==> src/rtl/encoder_pkg.sv <==
// Shared types, opcode constants and field-packing helpers for the instruction encoder.
package encoder_pkg;

    typedef enum logic [2:0] {
        FMT_R  = 3'd0,
        FMT_I  = 3'd1,
        FMT_U  = 3'd2,
        FMT_LI = 3'd3
    } fmt_e;

    typedef enum logic {
        S_ONE,
        S_LI2
    } state_e;

    localparam logic [6:0] OP_LUI      = 7'b0110111;
    localparam logic [6:0] OP_OP_IMM   = 7'b0010011;
    localparam logic [2:0] FUNCT3_ADDI = 3'b000;

    function automatic logic [31:0] enc_r(input logic [6:0] funct7,
                                          input logic [4:0] rs2,
                                          input logic [4:0] rs1,
                                          input logic [2:0] funct3,
                                          input logic [4:0] rd,
                                          input logic [6:0] opcode);
        return {funct7, rs2, rs1, funct3, rd, opcode};
    endfunction

    function automatic logic [31:0] enc_i(input logic [11:0] imm,
                                          input logic [4:0]  rs1,
                                          input logic [2:0]  funct3,
                                          input logic [4:0]  rd,
                                          input logic [6:0]  opcode);
        return {imm, rs1, funct3, rd, opcode};
    endfunction

    function automatic logic [31:0] enc_u(input logic [19:0] upper,
                                          input logic [4:0]  rd,
                                          input logic [6:0]  opcode);
        return {upper, rd, opcode};
    endfunction

    // ADDI sign-extends its 12-bit immediate, so the LUI half absorbs bit 11 as a carry.
    function automatic logic [19:0] li_upper(input logic [20:0] imm_hi);
        return imm_hi[20:1] + {19'd0, imm_hi[0]};
    endfunction

endpackage

==> src/rtl/instr_fifo.sv <==
// Synchronous FIFO of {addr, instr} entries; full is based on the registered count only.
module instr_fifo #(
    parameter int DEPTH = 4,
    parameter int WIDTH = 42
) (
    input  logic             clk,
    input  logic             reset,
    input  logic             push_i,
    input  logic [WIDTH-1:0] push_data_i,
    input  logic             pop_i,
    output logic [WIDTH-1:0] head_o,
    output logic             full_o,
    output logic             empty_o
);

    localparam int PTR_W = $clog2(DEPTH);
    localparam logic [PTR_W:0] FULL_COUNT = (PTR_W + 1)'(DEPTH);

    logic [WIDTH-1:0] mem_q [DEPTH];
    logic [PTR_W-1:0] wr_ptr_q;
    logic [PTR_W-1:0] rd_ptr_q;
    logic [PTR_W:0]   count_q;
    logic             do_push;
    logic             do_pop;

    assign full_o  = (count_q == FULL_COUNT);
    assign empty_o = (count_q == '0);
    assign do_push = push_i && !full_o;
    assign do_pop  = pop_i && !empty_o;
    assign head_o  = mem_q[rd_ptr_q];

    always_ff @(posedge clk) begin
        if (do_push) begin
            mem_q[wr_ptr_q] <= push_data_i;
        end
    end

    // Pointers wrap naturally because DEPTH is a power of two.
    always_ff @(posedge clk) begin
        if (reset) begin
            wr_ptr_q <= '0;
            rd_ptr_q <= '0;
            count_q  <= '0;
        end else begin
            if (do_push) begin
                wr_ptr_q <= wr_ptr_q + 1'b1;
            end
            if (do_pop) begin
                rd_ptr_q <= rd_ptr_q + 1'b1;
            end
            case ({do_push, do_pop})
                2'b10:   count_q <= count_q + 1'b1;
                2'b01:   count_q <= count_q - 1'b1;
                default: count_q <= count_q;
            endcase
        end
    end

endmodule

==> src/rtl/instr_encoder.sv <==
// Encodes R/I/U requests into 32-bit words, expands LI into LUI+ADDI, and queues
// each word with its byte address for a ready/valid consumer.
module instr_encoder
    import encoder_pkg::*;
#(
    parameter int DEPTH  = 4,
    parameter int ADDR_W = 10
) (
    input  logic              clk,
    input  logic              reset,
    input  logic              in_valid,
    output logic              in_ready,
    input  logic [2:0]        in_fmt,
    input  logic [6:0]        in_opcode,
    input  logic [6:0]        in_funct7,
    input  logic [2:0]        in_funct3,
    input  logic [4:0]        in_rd,
    input  logic [4:0]        in_rs1,
    input  logic [4:0]        in_rs2,
    input  logic [31:0]       in_imm,
    output logic              out_valid,
    input  logic              out_ready,
    output logic [31:0]       out_instr,
    output logic [ADDR_W-1:0] out_addr,
    output logic              err_illegal,
    output logic [7:0]        err_count
);

    state_e              state_q;
    logic [31:0]         addi_q;
    logic [ADDR_W-1:0]   pc_q;
    logic                err_illegal_q;
    logic [7:0]          err_count_q;

    logic                full;
    logic                empty;
    logic [ADDR_W+31:0]  head;
    logic                accept;
    logic                illegal_req;
    logic                li_req;
    logic                push;
    logic [31:0]         push_word;

    assign in_ready    = !reset && (state_q == S_ONE) && !full;
    assign accept      = in_valid && in_ready;
    assign illegal_req = accept && in_fmt[2];
    assign li_req      = accept && (in_fmt == FMT_LI);

    // The pending ADDI is pushed ahead of any new request; in_ready is low meanwhile.
    always_comb begin
        push      = 1'b0;
        push_word = '0;
        if (state_q == S_LI2) begin
            push      = !full;
            push_word = addi_q;
        end else if (accept) begin
            case (fmt_e'(in_fmt))
                FMT_R: begin
                    push      = 1'b1;
                    push_word = enc_r(in_funct7, in_rs2, in_rs1, in_funct3, in_rd, in_opcode);
                end
                FMT_I: begin
                    push      = 1'b1;
                    push_word = enc_i(in_imm[11:0], in_rs1, in_funct3, in_rd, in_opcode);
                end
                FMT_U: begin
                    push      = 1'b1;
                    push_word = enc_u(in_imm[31:12], in_rd, in_opcode);
                end
                FMT_LI: begin
                    push      = 1'b1;
                    push_word = enc_u(li_upper(in_imm[31:11]), in_rd, OP_LUI);
                end
                default: begin
                    push      = 1'b0;
                    push_word = '0;
                end
            endcase
        end
    end

    always_ff @(posedge clk) begin
        if (reset) begin
            state_q       <= S_ONE;
            addi_q        <= '0;
            pc_q          <= '0;
            err_illegal_q <= 1'b0;
            err_count_q   <= '0;
        end else begin
            err_illegal_q <= illegal_req;
            if (illegal_req && (err_count_q != 8'hFF)) begin
                err_count_q <= err_count_q + 1'b1;
            end
            if (push) begin
                pc_q <= pc_q + ADDR_W'(4);
            end
            case (state_q)
                S_ONE: begin
                    if (li_req) begin
                        state_q <= S_LI2;
                        addi_q  <= enc_i(in_imm[11:0], in_rd, FUNCT3_ADDI, in_rd, OP_OP_IMM);
                    end
                end
                S_LI2: begin
                    if (!full) begin
                        state_q <= S_ONE;
                    end
                end
                default: state_q <= S_ONE;
            endcase
        end
    end

    instr_fifo #(
        .DEPTH (DEPTH),
        .WIDTH (ADDR_W + 32)
    ) u_fifo (
        .clk         (clk),
        .reset       (reset),
        .push_i      (push),
        .push_data_i ({pc_q, push_word}),
        .pop_i       (out_ready),
        .head_o      (head),
        .full_o      (full),
        .empty_o     (empty)
    );

    assign out_valid   = !empty;
    assign out_instr   = head[31:0];
    assign out_addr    = head[ADDR_W+31:32];
    assign err_illegal = err_illegal_q;
    assign err_count   = err_count_q;

endmodule

==> config.mk <==
export PLATFORM = sky130hd
export DESIGN_NAME = instr_encoder
export DESIGN_NICKNAME = d
export VERILOG_FILES = /design/src/rtl/encoder_pkg.sv /design/src/rtl/instr_fifo.sv /design/src/rtl/instr_encoder.sv
export SDC_FILE = /design/constraint.sdc
export NUM_CORES = 1
export LEC_CHECK = 0
export ABC_AREA = 0
export CAP_MARGIN = 20
export CORE_UTILIZATION = 39
export DETAILED_ROUTE_END_ITERATION = 8
export HOLD_SLACK_MARGIN = 0.12
export SYNTH_ARGS = -nofsm -noshare
export SYNTH_HDL_FRONTEND = slang
export SYNTH_SLANG_ARGS = --single-unit
==> constraint.sdc <==
create_clock -name clk -period 4.6 [get_ports clk]
set_input_delay 0.92 -clock clk [delete_from_list [all_inputs] [get_ports clk]]
set_output_delay 0.92 -clock clk [all_outputs]
set_load 0.05 [all_outputs]
==> impl_metrics.ini <==
[status]
status = finished, violations left
violations = design-rule violations

[run]
cap_violations = 0

[global_routing]
antenna_found_initial = 2
grt_pass1_vias = 5888
grt_usage_pct = 18.26
grt_max_degree = 48
gr-total-overflow = 0
grt_pass1_wl_mm = 32.77

[clock_network]
cts_setup_buffers = 0
cts_buffers = 22
clk_pin_slew_worst_paths_ns = 0.06
clock-root-buffer = clkbuf_16
cts_tree = yes
clock_path_buffers = 3
clkLatencyLatePin_ns = 0.49
postCtsHoldBufs = 0
cts_resized = 0
cts.sinks = 205
htreeDepth = 1

[floorplanning]
start_util_pct = 40.10
die_h_um = 152.3
ios = 124
dieArea_mm2 = 0.02318
std_cell_rows = 54
core_area_mm2 = 0.02196
fp.dieW_um = 152.3

[sta]
fin_crit_sh_pct = 80.61
max_slew.worst_pin.slew_ns = 0.9681
hold_viol = 0
tns_ns = 0
setup_slack_ns = 0.8922
finalSetupViolations = 0
worst_clock_skew_ns = 0.01004
finalCriticalPeriod_ns = 3.708
slew_headroom_pct = 35.39
drv_slew = 0
rsz0062_at_grt = false
max_freq_ghz = 0.2697

[placed_design]
port_buffers = 121
globalplace.congestion = 0.8233
hpwl_mm = 14.15
post-place-cells = 980
dpl_cell_area_mm2 = 0.01033
dp_slack_ns = 1.036

[synth]
synth.cell_area_mm2 = 0.008806
synth_seq_cells = 205
syn_inst = 602
synth.distinct_cells = 52
yosys_most_used_dff = edfxtp_1
yosys-top-cells-count = 160 x edfxtp_1, 55 x nand2_1, 45 x dfxtp_1
yosysMostFrequentCell = edfxtp_1
ys_top_cells_by_area = edfxtp_1 55%, dfxtp_1 10%, mux4_2 10%
yosysWarnings = 0
yosys.area.top_type_share_pct = 54.56
synth_edf_count = 160
async_flop_share_pct = 0
yosys.area.top_type = edfxtp_1
synth_area_per_cell_um2 = 14.63
synth_seq_area_share_pct = 64.79

[pwr]
peakVddDrop_v = 0.0003678
power.density_mw_per_mm2 = 462.2
p_leak_nw = 3.617
p_int_mw = 3.704
switching_power_mw = 1.437
power.share.switching_pct = 27.95
comb_power_share_pct = 22.8
clkPwrFrac_pct = 36.6
design_power_total_mw = 5.140
p_seq_share_pct = 40.6

[critical_path]
slowest_delay_ns = 0.73
crit_chain = buf_12 > mux4_2 > clkdlybuf4s50_1
slowest_stage = clkdlybuf4s50_1
startpoint_type = flop
crit_buf_inv = 2
crit_path_end_kind = output port
critical_path_peak_fanout = 29
critical_path_class = reg2out
worstPathArrival_ns = 2.79
cp.required_ns = 3.68
critPathTopFamily = buffers and inverters

[finish]
drive_gt1_share_pct = 13.78
final_cells = 1021
area_delta_synth_final_pct = 26.29
finalInstanceArea_mm2 = 0.01112
num-nets-final = 805

[worst_hold_path]
hold_path.class = reg2reg

[routing]
first_pass_iters = 7
via_per_inst = 5.503
finalWirelength_mm = 20.76
final_antenna_net_count = 0
vias = 5619
drc = 20
wl_per_cell_um = 20.33
drt_iter0_drc = 335
registers in the layout, summed over array words and instances, names as in the netlist, named ones only:
| signal | cells |
|---|---|
| addi_q | 18 |
| err_count | 8 |
| err_illegal | 1 |
| pc_q | 8 |
| state_q | 1 |
| u_fifo.count_q | 3 |
| u_fifo.mem_q | 160 |
| u_fifo.rd_ptr_q | 2 |
| u_fifo.wr_ptr_q | 2 |
worst paths after layout:
check,startpoint,end,slack [ns],cells after the start
worst min-delay path,addi_q[29],addi_q[29],0.46,2
worst min register to register,addi_q[29],addi_q[29],0.46,2
worst max-delay path,flop,out_addr[5],0.89,3
worst max register to register,state_q,u_fifo.mem_q[2][23],1.78,4
placed cells by master (no fill, tap or decap), types with 6 or more instances in the layout:
master and instances:
edfxtp_1 160, clkdlybuf4s50_1 120, nand2_1 55, dfxtp_1 43, mux4_2 40, a21oi_1 32, nor2_1 26, clkbuf_16 23
nand3_1 16, mux2i_1 12, or4_1 12, xor2_1 12, o211ai_1 11, buf_4 11, or3_1 10, o2bb2ai_1 10
a22oi_1 10, o21ai_0 10, inv_1 9, and3_1 9, nand4_1 9, ha_1 9, xnor2_1 8, o21ai_1 8
a22o_1 6
power groups by stage:
| stage | registers [mW] | clock network [mW] | logic, mW |
|---|---|---|---|
| 4_1_cts | 2.09 | 1.91 | 1.19 |
| 3_3_place_gp | 2.13 | 0 | 1.18 |
| 5_1_grt | 2.10 | 1.97 | 1.23 |
| 3_5_place_dp | 2.13 | 0 | 1.19 |
| 2_1_floorplan | 2.10 | 0 | 0.817 |
| 6_report | 2.09 | 1.88 | 1.17 |
final cells by class:
cell class,count,area [um2]
Timing Repair Buffer,134,1329
Clock inverter,14,198.9
Sequential cell,205,5708
Multi-Input combinational cell,350,2904
Tap cell,280,350.3
Fill cell,1829,10840
Antenna cell,1,2.502
Inverter,11,41.29
Clock buffer,26,586.8
worst min-delay path: stages (launching register included):
cell	delay (ns)
dfxtp_1	0.31
nand2_1	0.05
a21oi_1	0.05
cells by family (layout without fill, tap and decap cells):
group	Yosys count	in the layout	synth area share, %
xor gates and xnor gates	20	20	1.989
adders and majority gates	10	10	1.506
and+or+nand+nor	162	162	9.903
other	1	3	0.04258
buffers and inverters	48	185	2.330
AOI/OAI and AO/OA	103	103	7.715
muxes	53	53	11.72
DFF	205	205	64.79
metal layers:
layer  share of wire (%)  vias to the layer above  GRT usage, %
met1                  43                     2805         23.68
met3                 6.2                       28         3.669
li1                    -                     2601             -
met4                 1.8                        2         5.248
met5               0.063                        -             0
met2                  49                      183         31.05
through the flow:
step,util [%],hold WS (ns)
after floorplan,-,0.4357
final,50.64,0.4564
after global routing,50.63,0.4921
after global placement,47.05,0.4447
after detailed placement,47.05,0.4488
after CTS,50.63,0.4576
Power figures use the tool's default switching activity.
